===== src/rtl/serial_pattern_tx.sv =====
// serial_pattern_tx: MSB-first serial transmitter of a parallel word with a programmable bit count
//
// Ports:
//   clk        rising-edge clock
//   reset      asynchronous active-high reset
//   start      frame request, taken when ready is high
//   data       payload; low len_eff bits are sent, bit len_eff-1 first
//   len        bit count; 0 or >WIDTH selects WIDTH (len_eff)
//   ready      high when a start would be accepted this cycle
//   out        serial bit (registered)
//   out_valid  out carries a frame bit (registered)
//   done       pulse with the last payload bit of a frame (registered)
//
// Optional feature macro: PREAMBLE_EN prefixes every frame with the marker 1,0,1.
module serial_pattern_tx #(
  parameter int WIDTH = 8,
  parameter int LEN_W = 4
) (
  input  logic             clk,
  input  logic             reset,
  input  logic             start,
  input  logic [WIDTH-1:0] data,
  input  logic [LEN_W-1:0] len,
  output logic             ready,
  output logic             out,
  output logic             out_valid,
  output logic             done
);
  localparam logic [LEN_W-1:0] W_L = LEN_W'(WIDTH);
  localparam logic [LEN_W-1:0] ONE = LEN_W'(1);
  localparam logic [LEN_W-1:0] TWO = LEN_W'(2);
`ifdef PREAMBLE_EN
  typedef enum logic [1:0] {IDLE, SHIFT, PRE} state_t;
  logic [1:0] pre_q;
`else
  typedef enum logic [1:0] {IDLE, SHIFT} state_t;
`endif
  state_t           state_q;
  logic [WIDTH-1:0] sr_q;
  logic [LEN_W-1:0] cnt_q;
  logic             out_q;
  logic             out_valid_q;
  logic             done_q;
  logic [LEN_W-1:0] len_eff;
  logic [WIDTH-1:0] sr_load;
  logic             accept;
  assign len_eff   = (len == '0 || len > W_L) ? W_L : len;
  // left-align the payload so its first bit sits at the MSB
  assign sr_load   = data << (W_L - len_eff);
  assign ready     = state_q == IDLE || (state_q == SHIFT && cnt_q == ONE);
  assign accept    = start && ready;
  assign out       = out_q;
  assign out_valid = out_valid_q;
  assign done      = done_q;
  // sr_q holds only the payload bits not yet placed on the line, MSB next;
  // cnt_q counts payload bits remaining including the one currently on out.
  always_ff @(posedge clk or posedge reset) begin
    if (reset) begin
      state_q     <= IDLE;
      sr_q        <= '0;
      cnt_q       <= '0;
      out_q       <= 1'b0;
      out_valid_q <= 1'b0;
      done_q      <= 1'b0;
`ifdef PREAMBLE_EN
      pre_q       <= 2'd0;
`endif
    end else if (accept) begin
      cnt_q       <= len_eff;
      out_valid_q <= 1'b1;
`ifdef PREAMBLE_EN
      state_q     <= PRE;
      sr_q        <= sr_load;
      pre_q       <= 2'd0;
      out_q       <= 1'b1;
      done_q      <= 1'b0;
`else
      state_q     <= SHIFT;
      sr_q        <= sr_load << 1;
      out_q       <= sr_load[WIDTH-1];
      done_q      <= len_eff == ONE;
`endif
    end else begin
      case (state_q)
        SHIFT: begin
          if (cnt_q > ONE) begin
            sr_q   <= sr_q << 1;
            out_q  <= sr_q[WIDTH-1];
            cnt_q  <= cnt_q - ONE;
            done_q <= cnt_q == TWO;
          end else begin
            state_q     <= IDLE;
            cnt_q       <= '0;
            out_q       <= 1'b0;
            out_valid_q <= 1'b0;
            done_q      <= 1'b0;
          end
        end
`ifdef PREAMBLE_EN
        PRE: begin
          if (pre_q == 2'd2) begin
            state_q <= SHIFT;
            sr_q    <= sr_q << 1;
            out_q   <= sr_q[WIDTH-1];
            done_q  <= cnt_q == ONE;
          end else begin
            pre_q <= pre_q + 2'd1;
            // marker 1,0,1: bit 1 is the only zero
            out_q <= pre_q != 2'd0;
          end
        end
`endif
        default: ;
      endcase
    end
  end
endmodule


===== config.mk =====
export PLATFORM = sky130hd
export DESIGN_NAME = serial_pattern_tx
export DESIGN_NICKNAME = d
export VERILOG_FILES = /design/src/rtl/serial_pattern_tx.sv
export SDC_FILE = /design/constraint.sdc
export NUM_CORES = 1
export LEC_CHECK = 0
export ABC_AREA = 1
export CAP_MARGIN = 20
export CORE_ASPECT_RATIO = 1.5
export CORE_UTILIZATION = 30
export CTS_CLUSTER_DIAMETER = 200
export CTS_CLUSTER_SIZE = 14
export DETAILED_ROUTE_END_ITERATION = 16
export HOLD_SLACK_MARGIN = 0.03
export PLACE_DENSITY = 0.56
export SLEW_MARGIN = 20
export SYNTH_ARGS = -nofsm -noshare
export SYNTH_HDL_FRONTEND = slang
export SYNTH_SLANG_ARGS = --single-unit

===== constraint.sdc =====
create_clock -name clk -period 1.95 [get_ports clk]
set_input_delay 0.2925 -clock clk [delete_from_list [all_inputs] [get_ports clk]]
set_output_delay 0.2925 -clock clk [all_outputs]
set_load 0.01 [all_outputs]

Word-level counts from Yosys, hierarchy flattened
Index checks and enable logic that the tools add are counted.
{"block": "totals", "ff_bits": 17, "in_bits": 15, "output_inout_bits": 4, "wordCells": 45}
{"block": "classes", "n_addsub": 2, "n_lt_le_gt_ge": 2, "n_eq_ne": 5, "shift": 1, "n_mux": 19, "n_reduce_logical": 10}
{"operator": "8-bit 2-to-1 mux", "count": 3}
{"operator": "4-bit 2-to-1 mux", "count": 4}
{"operator": "1-bit 2-to-1 mux", "count": 9}
{"operator": "4-bit by 1-bit == test with 1-bit output (second input constant)", "count": 2}
{"operator": "8-bit by 4-bit << shifter with 8-bit output", "count": 1}
{"operator": "2-bit 2-to-1 mux", "count": 3}
{"operator": "4-bit by 2-bit == test with 1-bit output (second input constant)", "count": 1}
{"operator": "4-bit by 1-bit greater-than comparator with 1-bit output (second input constant)", "count": 1}
{"operator": "4-bit greater-than comparator (second input constant)", "count": 1}
{"operator": "4-bit zero test", "count": 1}
{"operator": "2-bit AND reduction", "count": 2}
{"operator": "2-bit nonzero test", "count": 2}
{"operator": "4-bit by 1-bit subtractor with 4-bit output (second input constant)", "count": 1}
{"operator": "4-bit subtractor (first input constant)", "count": 1}
{"operator": "2-bit by 1-bit == test with 1-bit output (second input constant)", "count": 1}
{"operator": "1-bit logical AND", "count": 2}
{"operator": "2-bit zero test", "count": 1}
{"operator": "1-bit logical OR", "count": 2}
{"operator": "2-bit != test (second input constant)", "count": 1}

Logic depth before layout (Yosys ltp)
{"block": "logic_depth", "ltp_word": 6, "ltp_mapped": 15, "ltp_nobuf": 12}

Worst setup path after synthesis
Ideal clock, no wire load.
{"block": "synth_path", "path_kind": "input port to flip-flop", "startpoint": "input port len[0]", "endpoint": "register sr_q[2]", "setup_ns": 0.077, "arrival_ns": 1.830, "required_time_ns": 1.873, "path_slack_ns": 0.042, "cell_stages": 14, "path_cell_list": "buf_6 > nor2_8 > nand2_2 > nand2_4 > nand3_4 > buf_6 > ha_1 > xnor2_2 > inv_2 > nor2_4 > inv_2 > nor2_1 > nor2_1 > a21oi_1"}
{"block": "synth_via", "elab_chain_len": 6}
{"item": "start: declaration", "line_no": "23", "source": "input logic [LEN_W-1:0] len,"}
{"item": "4-bit greater-than comparator / 4-bit zero test (equally long branches)", "line_no": "47", "source": "assign len_eff = (len == '0 || len > W_L) ? W_L : len;"}
{"item": "1-bit logical OR", "line_no": "47"}
{"item": "4-bit 2-to-1 mux (*)", "line_no": "47"}
{"item": "4-bit subtractor (*)", "line_no": "49", "source": "assign sr_load = data << (W_L - len_eff);"}
{"item": "8-bit by 4-bit << shifter with 8-bit output (*)", "line_no": "49"}
{"item": "8-bit 2-to-1 mux (*)", "line_no": "68", "source": "end else if (accept) begin"}
{"item": "end signal: assignment", "line_no": "79", "source": "sr_q <= sr_load << 1;"}
{"item": "end signal: assignment", "line_no": "87", "source": "sr_q <= sr_q << 1;"}
{"item": "end: declaration", "line_no": "39", "source": "logic [WIDTH-1:0] sr_q;"}
Every way passes the cells marked *; elsewhere a longest branch is shown, timed or not.
A chain may end at the register's enable or synchronous reset.

Worst setup path after layout
{"block": "layout_path", "startpoint": "input port len[0]", "endpoint": "register sr_q[5]"}
Same word-level chain as after synthesis.

==> metrics.txt <==
worst-case register-to-register setup slack=0.24 ns; cell at the root of the clock tree=sky130_fd_sc_hd__clkbuf_8; Synth warnings=0; transition time at the pin with the least slew margin=around 0.54 ns; die outline area=0.00401 mm^2; clock sink total=14; antenna violations before repair=0; Post-synth EDFFs=0; vias in the first global route=about 1100; highest clock rate=0.570 GHz; Post-Synthesis Cell Area=0.00113 mm^2; count of input and output buffers=18; Fin Clk Skew=~0.0067 ns; area delta synth->final=36.8%; power per cell area=approximately 1200 mW/mm^2; Final period util=89.9%; global-route track usage on met3=1.39%; CTS clk-pin slew, worst paths=about 0.06 ns; async set or reset register ratio after synthesis=100%; Finish-stage setup viols=0; Worst path slowest cell=sky130_fd_sc_hd__dlygate4sd2_1; maximum level of the CTS H-tree=1; max-capacitance violation count=0; number of buffers created by CTS=3; setup repair after global routing missed its margin=no; DP Cell Count=around 230; cell leakage power=between 0.7 and 0.8 nW; Final Non-Filler Cells=~230; required time at the endpoint of the critical path=between 2 and 2.5 ns; GR Layer Usage met2=a little under a quarter; largest fanout on the critical path=3; post-route minimum period=~1.8 ns; CTS tree=yes; Critical Path Max Stage Delay=between 0.2 and 0.3 ns; vias post-DR=~1100; crit end category=flop; post-detailed-routing wire length=approximately 2.6 mm; setup TNS=0 ns; Avg Inst Size Synth=7.23 um^2; arrival time of the worst setup path=roughly 1.9 ns; Tot GR Track Use=roughly 14%; number of cell rows=26; chain of cells forming the critical path=dlygate4sd2_1 -> nor2_8 -> nand2_2 -> nand2_4 -> nand3_4 -> ha_2 -> xnor2_2 -> inv_2 -> buf_4 -> a21oi_1 -> o21ai_1 -> a21oi_2; Peak supply drop=0.000717 V; Final Hold Vio Count=0; post-route DRC violation count=0; Max-Slew Margin vs Limit=between 60% and 70%; Starting Density=about a third; overflow left after global routing=0; Max clock buf depth=2; ratio of routed vias to standard cells=about 4.7; element type at the critical path start=primary input; insertion delay of the later-clocked pin in the worst-skew pair=between 0.2 and 0.25 ns; fin nets=~210; layout cell share with drive strength beyond 1=between 20% and 30%; final number of max-transition violations=0; startpoint of the worst-slack reg-to-reg timing path=cnt_q[0]; TritonRoute pass-1 iters=4; wire per inst=roughly 11 um; pin count of the biggest net entering global routing=15; Antenna Nets Post-Route=0; highest-utilization routing layer at the global route stage=met2; standard cell core area=roughly 0.0035 mm^2; number of standard cells after synthesis=roughly 160; wire length of the first global-routing pass=4.31 mm; end of the worst register-to-register path=sr_q[2]; fraction of the yosys area taken by sequential cells=a little under a third; width of the die=about 52 um; number of storage elements in the synthesis netlist=14; result of the run=completed; leading register cell type out of synthesis=sky130_fd_sc_hd__dfrtp_1; number of DRC violations after detailed-routing iteration 0=41; met1 Resource Use GR=between 10% and 20%; sum of net half-perimeters after detailed placement=2.09 mm; depth of the worst register-to-register path=8; final estimated routing congestion in global placement=roughly 0.9; number of antenna repair diodes=0; Hold Crit Class=primary input to asynchronous set/reset pin; floorplan die height=77.1 um; number of distinct standard cells referenced by the synthesized netlist=28; top-level I/O count=19; type of the worst setup path=primary input to flop; net count of the mapped netlist=176
## cells in the mapped netlist (3+ instances only)
cell type	count	share of area, %
sky130_fd_sc_hd__nand2_1	37	12
sky130_fd_sc_hd__inv_1	21	7.0
sky130_fd_sc_hd__nand3_1	18	8.0
sky130_fd_sc_hd__dfrtp_1	14	31
sky130_fd_sc_hd__nor2_1	10	3.3
sky130_fd_sc_hd__nand4_1	7	3.9
sky130_fd_sc_hd__o21ai_0	7	3.1
sky130_fd_sc_hd__a21oi_1	6	2.7
sky130_fd_sc_hd__ha_1	5	5.5
sky130_fd_sc_hd__o22ai_1	5	2.8
sky130_fd_sc_hd__nand2_2	3	1.7
sky130_fd_sc_hd__nand2_4	3	3.0
## where the power goes
group	total (W)	switching [W]	internal (W)
Clock	0.000283	0.000105	0.000179
Combinational	0.00100	0.000567	0.000433
Sequential	0.000518	0.0000852	0.000433
Total	0.00180	0.000757	0.00104
## sequential cells by signal, summed over array words and instances, names as in the netlist
signal / count
done: 1
out: 1
state_q: 1
sr_q: 7
cnt_q: 4
## layer usage
| metal | routed length, um | share of wire, % | vias up |
|---|---|---|---|
| met2 | 1280 | 49 | 25 |
| met4 | 78 | 3.0 | 0 |
| met1 | 1140 | 44 | 480 |
| met5 | 0 | 0 | - |
| met3 | 100 | 3.8 | 7 |
| li1 | - | - | 580 |
## layout make-up
| type | instances | area (um^2) |
|---|---|---|
| fillers | 356 | 1940 |
| multi-input cells | 114 | 689 |
| flip-flops and latches | 14 | 350 |
| repair buffers | 34 | 305 |
| inverters | 24 | 90.1 |
| clock buffers | 4 | 55.1 |
| well taps | 42 | 52.6 |
## cells in the final DEF, fill, tap and decap left out
master,n
sky130_fd_sc_hd__nand2_1,36
sky130_fd_sc_hd__inv_1,19
sky130_fd_sc_hd__nand3_1,17
sky130_fd_sc_hd__buf_4,16
sky130_fd_sc_hd__dfrtp_1,14
sky130_fd_sc_hd__clkdlybuf4s50_1,13
sky130_fd_sc_hd__nor2_1,8
sky130_fd_sc_hd__nand4_1,7
sky130_fd_sc_hd__o21ai_0,7
sky130_fd_sc_hd__a21oi_1,6
sky130_fd_sc_hd__o22ai_1,5
sky130_fd_sc_hd__inv_2,4
sky130_fd_sc_hd__nand2_2,4
sky130_fd_sc_hd__clkbuf_8,4
sky130_fd_sc_hd__nand2_4,3
sky130_fd_sc_hd__ha_1,3
sky130_fd_sc_hd__dlymetal6s2s_1,3
sky130_fd_sc_hd__nor2_2,2
sky130_fd_sc_hd__nand3_4,2
sky130_fd_sc_hd__o211ai_1,2
sky130_fd_sc_hd__dlygate4sd2_1,2
sky130_fd_sc_hd__nor2_8,1
sky130_fd_sc_hd__xnor2_2,1
sky130_fd_sc_hd__nor2_4,1
sky130_fd_sc_hd__o221ai_1,1
sky130_fd_sc_hd__o21ai_1,1
sky130_fd_sc_hd__a21oi_2,1
sky130_fd_sc_hd__clkinv_1,1
sky130_fd_sc_hd__a31oi_1,1
sky130_fd_sc_hd__or2_2,1
sky130_fd_sc_hd__xor2_1,1
sky130_fd_sc_hd__xnor2_1,1
sky130_fd_sc_hd__ha_4,1
sky130_fd_sc_hd__ha_2,1
## worst max-delay path, delay by kind of cell
| family | cells | cell delay [ns] |
|---|---|---|
| adder cells (fa/ha/maj) | 1 | 0.20 |
| AO/OA/AOI/OAI | 3 | 0.35 |
| XOR/XNOR | 1 | 0.16 |
| AND/OR/NAND/NOR | 4 | 0.41 |
| buffers and inverters | 3 | 0.50 |
## timing repair
item | CTS | global route
resized for setup | 2 | 13
setup endpoints to repair | 8 | 9
pin swaps | 0 | 2
hold buffers | 0 | 0
setup buffers | 0 | 1
## logic make-up (layout without fill, tap and decap cells)
kind of cell | after synthesis | count (layout) | share of synthesized area (%)
and+or+nand+nor | 82 | 82 | 37.1
adders and majority gates | 5 | 5 | 5.55
buffers and inverters | 28 | 62 | 10.9
DFF | 14 | 14 | 31.1
xor gates and xnor gates | 3 | 3 | 3.00
AOI/OAI and AO/OA | 24 | 24 | 12.4
## metrics by stage
step           utilization [%]  power (W)  worst slack, ns  hold WS (ns)  area (um^2)
6_report                  44.3    0.00180            0.197         0.388         1540
5_1_grt                   44.3    0.00197           0.0649         0.464         1540
4_1_cts                   42.9    0.00180          0.00867         0.420         1490
3_5_place_dp              41.4    0.00150           -0.379         0.504         1440
3_3_place_gp              41.4    0.00149           -0.348         0.498         1440
2_1_floorplan                -    0.00118           0.0424         0.182         1130
## how the worst max path moves through the flow
stage	start	cells past startpoint	to	slack, ns
2_1_floorplan	len[0]	14	sr_q[2]	0.04
3_3_place_gp	len[0]	13	sr_q[2]	-0.35
3_5_place_dp	len[0]	13	sr_q[2]	-0.38
4_1_cts	len[2]	11	sr_q[6]	0.009
5_1_grt	len[0]	13	sr_q[2]	0.06
6_report	len[0]	12	sr_q[5]	0.20
Note: power is estimated with default switching activity, not from simulation.
